--- config.mk ---
export PLATFORM = sky130hd
export DESIGN_NAME = tmp_code_acc_flat
export DESIGN_NICKNAME = d
export VERILOG_FILES = /design/src/rtl/tmp_code_acc_if.sv /design/src/rtl/tmp_code_acc.sv /design/src/flat_wrapper.sv
export SDC_FILE = /design/constraint.sdc
export NUM_CORES = 1
export LEC_CHECK = 0
export ABC_AREA = 1
export CAP_MARGIN = 20
export CORE_MARGIN = 4
export CORE_UTILIZATION = 65
export CTS_BUF_LIST = sky130_fd_sc_hd__clkbuf_4 sky130_fd_sc_hd__clkbuf_8
export DETAILED_ROUTE_END_ITERATION = 16
export HOLD_SLACK_MARGIN = 0.1
export PLACE_DENSITY_LB_ADDON = 0.3
export SYNTH_ARGS = -nofsm -noshare
export SYNTH_HDL_FRONTEND = slang
export SYNTH_SLANG_ARGS = --single-unit
--- constraint.sdc ---
create_clock -name clk -period 12 [get_ports clk]
set_clock_uncertainty 0.2 [all_clocks]
set_input_delay 2.4 -clock clk [delete_from_list [all_inputs] [get_ports clk]]
set_output_delay 2.4 -clock clk [all_outputs]
set_load 0.02 [all_outputs]
--- src/rtl/tmp_code_acc_if.sv ---
// Output bundle of the temperature-code accumulator.
//   code       signed averaged (src - snk) code, CNT_W+1 bits
//   code_valid code holds an unconsumed result
//   code_ready consumer accepts code when high together with code_valid
//   code_sat   a frame in this average hit counter saturation
//   overrun    sticky, a result was dropped because the output was full
// master = accumulator side, slave = consumer side.
interface tmp_code_acc_if #(
  parameter int CNT_W = 12
);
  logic signed [CNT_W:0] code;
  logic                  code_valid;
  logic                  code_ready;
  logic                  code_sat;
  logic                  overrun;

  modport master (output code, code_valid, code_sat, overrun, input code_ready);
  modport slave  (input code, code_valid, code_sat, overrun, output code_ready);
endinterface

--- src/rtl/tmp_code_acc.sv ---
// Temperature-code accumulator. Counts source/sink charge-packet toggles
// during the big-diode phase (PI2), forms a signed src-snk difference at every
// output-phase entry (PA&PB&PC&PD rising), discards SKIP_FRAMES frames after
// reset/clr, and averages 2^AVG_LOG2 frames into a valid/ready output register.
// Ports:
//   clk, reset      clock, asynchronous active-high reset
//   src_n, snk      packet controls, each level change is one packet
//   PI2             packets counted only while high
//   PA..PD          all high = output phase
//   clr             synchronous restart of skip/averaging
//   bus             tmp_code_acc_if master (code, code_valid, code_ready,
//                   code_sat, overrun)
// Optional: define TMP_ACC_SYNC_EN to pass the sequencer inputs through
// 2-flop synchronizers (adds 2 cycles of latency).
module tmp_code_acc #(
  parameter int CNT_W       = 12,
  parameter int AVG_LOG2    = 2,
  parameter int SKIP_FRAMES = 1
) (
  input  logic clk,
  input  logic reset,
  input  logic src_n,
  input  logic snk,
  input  logic PI2,
  input  logic PA,
  input  logic PB,
  input  logic PC,
  input  logic PD,
  input  logic clr,
  tmp_code_acc_if.master bus
);
  localparam int AW = CNT_W + 1 + AVG_LOG2;
  localparam int FW = (AVG_LOG2 > 0) ? AVG_LOG2 : 1;
  localparam logic [CNT_W-1:0] CNT_MAX   = '1;
  localparam logic [FW-1:0]    FRM_LAST  = FW'((1 << AVG_LOG2) - 1);
  localparam logic [3:0]       SKIP_LAST = 4'(SKIP_FRAMES - 1);

  typedef enum logic {SKIP, ACC} state_t;

  logic s_src, s_snk, s_pi2, s_op;

`ifdef TMP_ACC_SYNC_EN
  logic [6:0] sync1, sync2;
  always_ff @(posedge clk or posedge reset) begin
    if (reset) begin
      sync1 <= '0;
      sync2 <= '0;
    end else begin
      sync1 <= {src_n, snk, PI2, PA, PB, PC, PD};
      sync2 <= sync1;
    end
  end
  assign s_src = sync2[6];
  assign s_snk = sync2[5];
  assign s_pi2 = sync2[4];
  assign s_op  = &sync2[3:0];
`else
  assign s_src = src_n;
  assign s_snk = snk;
  assign s_pi2 = PI2;
  assign s_op  = PA & PB & PC & PD;
`endif

  state_t                state;
  logic                  src_q, snk_q, op_q;
  logic [CNT_W-1:0]      src_cnt, snk_cnt;
  logic                  frame_sat, avg_sat;
  logic [3:0]            skip_cnt;
  logic [FW-1:0]         frm_cnt;
  logic signed [AW-1:0]  acc;

  logic                  src_ev, snk_ev, src_full, snk_full, ovf, fsat_nxt;
  logic [CNT_W-1:0]      src_nxt, snk_nxt;
  logic                  fe, first, last, in_acc, asat, res_v;
  logic signed [CNT_W:0] diff, res_code;
  logic signed [AW-1:0]  acc_sum;

  always_comb begin
    src_ev   = (s_src != src_q) && s_pi2;
    snk_ev   = (s_snk != snk_q) && s_pi2;
    src_full = (src_cnt == CNT_MAX);
    snk_full = (snk_cnt == CNT_MAX);
    src_nxt  = (src_ev && !src_full) ? src_cnt + 1'b1 : src_cnt;
    snk_nxt  = (snk_ev && !snk_full) ? snk_cnt + 1'b1 : snk_cnt;
    // Saturation flags a packet that the counter could not record.
    ovf      = (src_ev && src_full) || (snk_ev && snk_full);
    fsat_nxt = frame_sat | ovf;
    fe       = s_op && !op_q;
    // Next-count values so a packet in the frame-end cycle is included.
    diff     = $signed({1'b0, src_nxt}) - $signed({1'b0, snk_nxt});
    first    = (frm_cnt == '0);
    last     = (frm_cnt == FRM_LAST);
    acc_sum  = first ? AW'(diff) : acc + AW'(diff);
    asat     = first ? fsat_nxt : (avg_sat | fsat_nxt);
    // With no skip frames the very first frame already accumulates.
    in_acc   = (state == ACC) || (SKIP_FRAMES == 0);
    res_v    = fe && !clr && in_acc && last;
    res_code = (CNT_W + 1)'(acc_sum >>> AVG_LOG2);
  end

  always_ff @(posedge clk or posedge reset) begin
    if (reset) begin
      state     <= SKIP;
      src_q     <= 1'b0;
      snk_q     <= 1'b0;
      op_q      <= 1'b0;
      src_cnt   <= '0;
      snk_cnt   <= '0;
      frame_sat <= 1'b0;
      avg_sat   <= 1'b0;
      skip_cnt  <= '0;
      frm_cnt   <= '0;
      acc       <= '0;
    end else begin
      src_q <= s_src;
      snk_q <= s_snk;
      op_q  <= s_op;
      if (clr) begin
        state     <= SKIP;
        src_cnt   <= '0;
        snk_cnt   <= '0;
        frame_sat <= 1'b0;
        avg_sat   <= 1'b0;
        skip_cnt  <= '0;
        frm_cnt   <= '0;
        acc       <= '0;
      end else if (fe) begin
        src_cnt   <= '0;
        snk_cnt   <= '0;
        frame_sat <= 1'b0;
        if (!in_acc) begin
          if (skip_cnt == SKIP_LAST) state <= ACC;
          else skip_cnt <= skip_cnt + 1'b1;
        end else begin
          state <= ACC;
          if (last) begin
            frm_cnt <= '0;
            acc     <= '0;
            avg_sat <= 1'b0;
          end else begin
            frm_cnt <= frm_cnt + 1'b1;
            acc     <= acc_sum;
            avg_sat <= asat;
          end
        end
      end else begin
        src_cnt   <= src_nxt;
        snk_cnt   <= snk_nxt;
        frame_sat <= fsat_nxt;
      end
    end
  end

  always_ff @(posedge clk or posedge reset) begin
    if (reset) begin
      bus.code       <= '0;
      bus.code_valid <= 1'b0;
      bus.code_sat   <= 1'b0;
      bus.overrun    <= 1'b0;
    end else if (res_v) begin
      if (bus.code_valid && !bus.code_ready) begin
        bus.overrun <= 1'b1;
      end else begin
        bus.code       <= res_code;
        bus.code_sat   <= asat;
        bus.code_valid <= 1'b1;
      end
    end else if (bus.code_ready) begin
      bus.code_valid <= 1'b0;
    end
  end
endmodule

--- src/flat_wrapper.sv ---
// flat-port wrapper written by rule: the top's interface ports become plain ports
module tmp_code_acc_flat 
#(
  parameter int CNT_W       = 12,
  parameter int AVG_LOG2    = 2,
  parameter int SKIP_FRAMES = 1
)
  (clk, reset, src_n, snk, PI2, PA, PB, PC, PD, clr, bus_code, bus_code_valid, bus_code_sat, bus_overrun, bus_code_ready);
  tmp_code_acc_if #(.CNT_W(CNT_W)) bus_i ();
  input  logic clk;
  input  logic reset;
  input  logic src_n;
  input  logic snk;
  input  logic PI2;
  input  logic PA;
  input  logic PB;
  input  logic PC;
  input  logic PD;
  input  logic clr;
  output wire logic [$bits(bus_i.code)-1:0] bus_code;
  output wire logic [$bits(bus_i.code_valid)-1:0] bus_code_valid;
  output wire logic [$bits(bus_i.code_sat)-1:0] bus_code_sat;
  output wire logic [$bits(bus_i.overrun)-1:0] bus_overrun;
  input wire logic [$bits(bus_i.code_ready)-1:0] bus_code_ready;
  assign bus_code = bus_i.code;
  assign bus_code_valid = bus_i.code_valid;
  assign bus_code_sat = bus_i.code_sat;
  assign bus_overrun = bus_i.overrun;
  assign bus_i.code_ready = bus_code_ready;
  tmp_code_acc #(.CNT_W(CNT_W), .AVG_LOG2(AVG_LOG2), .SKIP_FRAMES(SKIP_FRAMES)) u_core (.clk(clk), .reset(reset), .src_n(src_n), .snk(snk), .PI2(PI2), .PA(PA), .PB(PB), .PC(PC), .PD(PD), .clr(clr), .bus(bus_i));
endmodule
==> results.ini <==
[yosys]
ys_warn_count=0
synth_nets=673
syn_inst=626
ys_seq_area_frac=0.366
synth.cell_area_um2=4590
synth_cell_types=42
ys_ff_latch=67
synth_edf_count=0
synth_async_sr_flop_share=1.00
synthFlopType=dfrtp_1
postSynthAreaPerCell_um2=7.33

[layout]
nNetsFinal=703
fin_util=0.755
final_cell_mix=171 x nand2_1, 86 x inv_1, 67 x dfrtp_1
final_common_cell=nand2_1
final_area_um2=5160
insertedDiodeCount=0
area_delta_synth_final_pct=12.5
fin_cells=757
n_fill_cell=516
drive_above_1_share=0.0787

[drt]
routed_wl_um=10300
drtIter0Drc=344
vias=4124
ant_nets=0
dr.pass1.iters=5
wire_per_inst_um=13.6
drc=0
viasPerCell=5.45

[power]
ir_worst_vdd_v=0.000105
powerDensity_nw_per_um2=110
p_leak_nw=2.69

[timing]
final-setup-viol-count=0
maxSlewHeadroom=0.395
finalCriticalPeriod_ns=6.78
hold_violations=0
final_max_slew_viol_count=0
fin_ws_ns=5.22
fin_crit_sh=0.565
worst_pin_slew_ns=0.904
rsz0062_at_grt=false
fin_setup_tns_ns=0
fmax_mhz=148

[global_routing]
grt.overflow.total=0
grt_first_pass_wirelength_um=17900
grt_pass1_vias=4048
grt_use_total=0.262
antenna_found_initial=0
grt_max_degree=68

[worst_setup_path]
worstPathArrival_ns=6.85
cp_max_fo=8
cp-start-kind=input pin
path_class=in -> reg
end_kind=flop
critPathRequiredTime_ns=12.07

[clock_network]
cts_sinks=67
path_clk_slew_ns=0.07
cts_inserted_buffers=9
tritoncts=done
cts_resized=0
cts_hold_buf=0
cts_setup_buffers=0
clock_latency_ns=0.35
h-tree-depth=3
clock-root-buffer=clkbuf_8
clockBufferDepth=2

[flow_run]
max_cap_viol_count=0

[floorplanning]
core_area_um2=6830
rows=30
die-area_um2=8460
die_x_um=92.0
start_util=0.671
chipHeight_um=92.0
pin_count=27

[hold_path]
hold_path.class=reg -> reg

[placement]
placedCellCount=741
dp_slack_ns=5.00
gp_congestion=0.885
post_dp_cell_area_um2=4930
dp_hpwl_um=7730
placement.io_buffers=26

[outcome]
outcome=finished clean

==> path summary, 6_finish.rpt <==
check | to | from | slack (ns) | cells after the start
max | u_core.acc[14]$_DFFE_PP0P_ | snk | 5.22 | 27
min reg2reg | u_core.bus.code[6]$_DFFE_PP0P_ | u_core.bus.code[6]$_DFFE_PP0P_ | 0.28 | 2
max in group asynchronous | u_core.snk_cnt[4]$_DFF_PP0_ | reset | 8.62 | 3
min | u_core.bus.code[6]$_DFFE_PP0P_ | u_core.bus.code[6]$_DFFE_PP0P_ | 0.28 | 2
max reg2reg | u_core.acc[14]$_DFFE_PP0P_ | u_core.src_cnt[0]$_DFF_PP0_ | 7.10 | 34
min in group asynchronous | u_core.op_q$_DFF_PP0_ | reset | 2.40 | 3
==> cell type report <==
type                       instances  area [um2]  share of cell area
multi-input combinational        461        2530               0.490
inverter                          90         338              0.0655
clock inverter                     4        73.8              0.0143
timing repair buffer              27         268              0.0519
tap                               96         120              0.0233
sequential                        67        1680               0.325
clock buffer                      12         153              0.0296
==> critical path, stage by stage <==
cell and delay [ns]:
clkdlybuf4s50_1 0.46, nand2_1 0.09, nand2_1 0.06, nor2_1 0.23, nand2_4 0.14, nor4_1 0.45, nand3_1 0.21, xor2_1 0.21
ha_1 0.34, a21o_1 0.19, a21oi_1 0.12, nor2_1 0.05, a211oi_1 0.31, nand2_2 0.11, inv_2 0.11, ha_1 0.27
a21oi_1 0.15, o21ai_0 0.09, a21oi_1 0.18, nand2_1 0.07, nand2_1 0.06, nand3_1 0.11, inv_1 0.09, nand2_1 0.05
nand2_1 0.09, nand2_1 0.08, o21ai_1 0.13
==> through the flow <==
stage / hold slack [ns] / power, mW
after global routing: 0.310 / 0.598
after CTS: 0.283 / 0.568
after detailed placement: 0.267 / 0.353
after floorplan: 0.253 / 0.327
after global placement: 0.255 / 0.349
final: 0.278 / 0.565
==> layer usage <==
layer / part of all wire / up-vias / track usage / wire length [um]
met3: 0.056 / 27 / 0.0533 / 570
met1: 0.44 / 1922 / 0.346 / 4540
li1: - / 2044 / - / -
met4: 0.022 / 0 / 0.106 / 227
met2: 0.48 / 131 / 0.420 / 4930
met5: 0 / - / 0 / 0
==> cells in the mapped netlist (2+ instances only) <==
| cell | count | area [um2] |
|---|---|---|
| or2_2 | 5 | 31.3 |
| and2_1 | 3 | 18.8 |
| o21bai_1 | 4 | 30.0 |
| buf_1 | 2 | 7.51 |
| nor4_1 | 3 | 18.8 |
| nand3_2 | 4 | 40.0 |
| nor2_2 | 6 | 37.5 |
| fa_1 | 2 | 40.0 |
| nand2_1 | 171 | 642 |
| nand3_1 | 46 | 230 |
| nor3_1 | 9 | 45.0 |
| xnor2_1 | 8 | 70.1 |
| a21boi_0 | 2 | 15.0 |
| inv_2 | 2 | 7.51 |
| o21ai_0 | 29 | 145 |
| nand3b_1 | 2 | 15.0 |
| dfrtp_1 | 67 | 1680 |
| a211oi_1 | 2 | 15.0 |
| xor2_1 | 17 | 149 |
| nand2_2 | 11 | 68.8 |
| nand2_4 | 3 | 33.8 |
| inv_1 | 87 | 327 |
| a21oi_1 | 24 | 120 |
| ha_1 | 34 | 425 |
| clkbuf_1 | 3 | 11.3 |
| nor2_1 | 63 | 236 |
| o22ai_1 | 2 | 12.5 |
==> cells by family (layout without fill, tap and decap cells) <==
logic type / Yosys count / after routing / synth area share
xor gates and xnor gates: 25 / 25 / 0.0477
muxes: 1 / 1 / 0.00218
adders and majority gates: 36 / 36 / 0.102
DFF: 67 / 67 / 0.366
and+or+nand+nor: 329 / 329 / 0.315
AOI/OAI and AO/OA: 70 / 70 / 0.0854
buffers and inverters: 98 / 133 / 0.0829
==> power by group <==
group          switching, mW  internal [mW]
Combinational         0.0780         0.0426
Clock                 0.0868          0.127
Sequential           0.00234          0.228
==> sequential cells by signal, summed over array words and instances, names as in the netlist <==
signal	cells
u_core.frm_cnt	2
u_core.acc	15
u_core.bus.overrun	1
u_core.snk_cnt	12
u_core.skip_cnt	4
u_core.src_q	1
u_core.avg_sat	1
u_core.bus.code_valid	1
u_core.frame_sat	1
u_core.bus.code_sat	1
u_core.bus.code	13
u_core.snk_q	1
u_core.op_q	1
u_core.in_acc	1
u_core.src_cnt	12
Power figures use the tool's default switching activity.
==> variant (config.mk and constraints unchanged) <==
Add a define of `TMP_ACC_SYNC_EN`.
--- a/src/rtl/tmp_code_acc.sv
+++ b/src/rtl/tmp_code_acc.sv
@@ -14,2 +14,4 @@
 // 2-flop synchronizers (adds 2 cycles of latency).
+`define TMP_ACC_SYNC_EN
+
 module tmp_code_acc #(
Formal check against the unedited RTL: not equivalent (Yosys sat finds a counterexample within 10 cycles, from zero or initial values and one cycle with reset high).
==> variant against the original RTL <==
  * Design area grew 7.4%
  * Sequential cell count grew 14
  * Sequential power rose by 24%
  * Wire length grew 11%
  * Sequential share of layout area grew 4.1 points
  * Area after synthesis up 8.2%
  * First-iteration DRC count is 34% lower
  * Worst setup slack better by 1.7 ns
  * Clock power rose by 10%
  * Power increased by 16%
==> variant: results (changes against the original RTL) <==
* Port bufs at 26 (unchanged)
* Synth cell count leaders: nand2_1, dfrtp_1, inv_1
* Drt initial violations at 226 (-34%)
* Cell family with most CP delay: compound AO/OA/AOI/OAI gates
* Ant. Diodes at 0 (unchanged)
* Outcome: finished, final reports clean
* Worst hold path class: register to register
* Fillers at 537 (+4.1%)
* DRT Pass-1 Iters at 5 (unchanged)
* Final setup fails at 0 (unchanged)
* CP max stage cell: dfrtp_1
* Htree depth at 3 (unchanged)
* Leak Pwr at 2.87 nW (+6.7%)
* Hold_sp: u_core.sync1[3]
* Post-CTS Setup Bufs at 0 (unchanged)
* Hold Crit Endpoint: u_core.sync2[3]
* Top flop regs: u_core.acc: 15 flops, u_core.bus.code: 13 flops
* Worst EP arrival at 5.14 ns (-1.71 ns)
* Gpl congestion at 0.961 (+8.6%)
* Synth warn at 0 (unchanged)
* Post-DP HPWL at 8460 microns (+9.5%)
* Crit-path max FO at 5 (-3)
* Post-Synth XOR/XNOR Area at 3.88% (-0.89 points)
* CTS clk-pin slew, worst paths at 0.09 ns (+0.02 ns)
* Synth area leaders: dfrtp_1, nand2_1, ha_1, inv_1, nand3_1
* Reg2Reg Depth at 26 (-24%)
* Multiplexer share of the synthesized area at 0.202% (-0.017 points)
* Seq/Total Area, Yosys at 40.9% (+4.3 points)
* Peak VDD IR at 0.0931 mV (-11%)
* Hold Crit Depth at 0 (-2)
* DR vias at 4315 (+4.6%)
* Layout cells sized above 1 at 8.28% (+0.42 points)
* Commonest non-fill, non-tap cell in the layout: nand2_1
* Nets at 718 (+2.1%)
* Clock latency on the worst-skew pair at 0.37 ns (+0.02 ns)
* Vias in the first global route at 4354 (+7.6%)
* FF-to-FF End: u_core.acc[12]
* Compound-cell area share of the yosys netlist at 9.13% (+0.59 points)
* First-pass GRT wire length at 19400 microns (+8.7%)
* Reg2reg setup slack at 6.97 ns (-0.13 ns)
* Pre-CTS setup slack at 7.10 ns (+2.11 ns)
* Largest net degree at the start of global routing at 82 (+21%)
* Tightest Pin Transition at 0.966 ns (+0.0618 ns)
* Max incr delay on CP at 0.46 ns (about the same)
* Post-Synth Adder-Cell Area at 9.38% (-0.77 points)
* Yosys cell types at 42 (unchanged)
* Syn_nets at 687 (+2.1%)
* Longest Clk Path Bufs at 2 (unchanged)
* # resized after CTS at 0 (unchanged)
* Initial antenna violation count at 0 (unchanged)
* All-Layer GR Usage at 27.6% (+1.4 points)
* CTS root buf: clkbuf_8
* Routed wire length at 11300 microns (+11%)
* GR Overflow Total at 0 (unchanged)
* Async SR Flop Fraction at 100% (unchanged)
* Crit. Startpoint: u_core.src_cnt[0]
## variant: cell types whose count changed after synthesis, moves of 2 or more
cell / before / now
a21oi_1: 24 / 28
o21ai_0: 29 / 34
inv_1: 87 / 80
xnor2_1: 8 / 6
o22ai_1: 2 / 4
nand3_2: 4 / 2
nor2_1: 63 / 59
nand4_1: 1 / 6
dfrtp_1: 67 / 81
nand2_1: 171 / 166
nor3_1: 9 / 11
nor2_2: 6 / 8
buf_1: 2 / 0
## variant: per-stage QoR
step	cells	instance area, sq um	hold slack (ns)	utilization (%)
after CTS	775	5540	0.158	75.6
after global placement	759	5310	0.133	72.4
after detailed placement	759	5310	0.136	72.4
after global routing	775	5540	0.168	75.6
final	775	5540	0.156	75.6
after floorplan	640	4960	0.131	-
## variant: cell type report
type                            count  area [sq um]  area share (%)
Clock inverter                      7           108            1.94
Tap cell                           99           124            2.24
Sequential cell                    81          2030            36.6
Clock buffer                        9           124            2.24
Timing Repair Buffer               27           268            4.83
Multi-Input combinational cell    470          2580            46.6
Inverter                           82           309            5.58
## variant: per-layer routing
| layer | share of wire, % | track usage (%) |
|---|---|---|
| met1 | 42 | 34.6 |
| met2 | 49 | 46.6 |
| met3 | 6.0 | 3.71 |
| met4 | 2.8 | 13.6 |
| met5 | 0 | 1.79 |
## variant: how the worst max path moves through the flow
stage / endpoint / slack (ns) / cells after the start
after floorplan: u_core.acc[0] / 7.32 / 1
after global placement: u_core.acc[5] / 7.20 / 8
after detailed placement: u_core.acc[5] / 7.10 / 8
after CTS: u_core.acc[12] / 7.10 / 26
after global routing: u_core.acc[13] / 6.55 / 25
final: u_core.acc[12] / 6.97 / 26
## variant: where the power goes
group | switching [mW] | internal [mW]
Clock | 0.114 | 0.122
Combinational | 0.0857 | 0.0455
Sequential | 0.00579 | 0.280
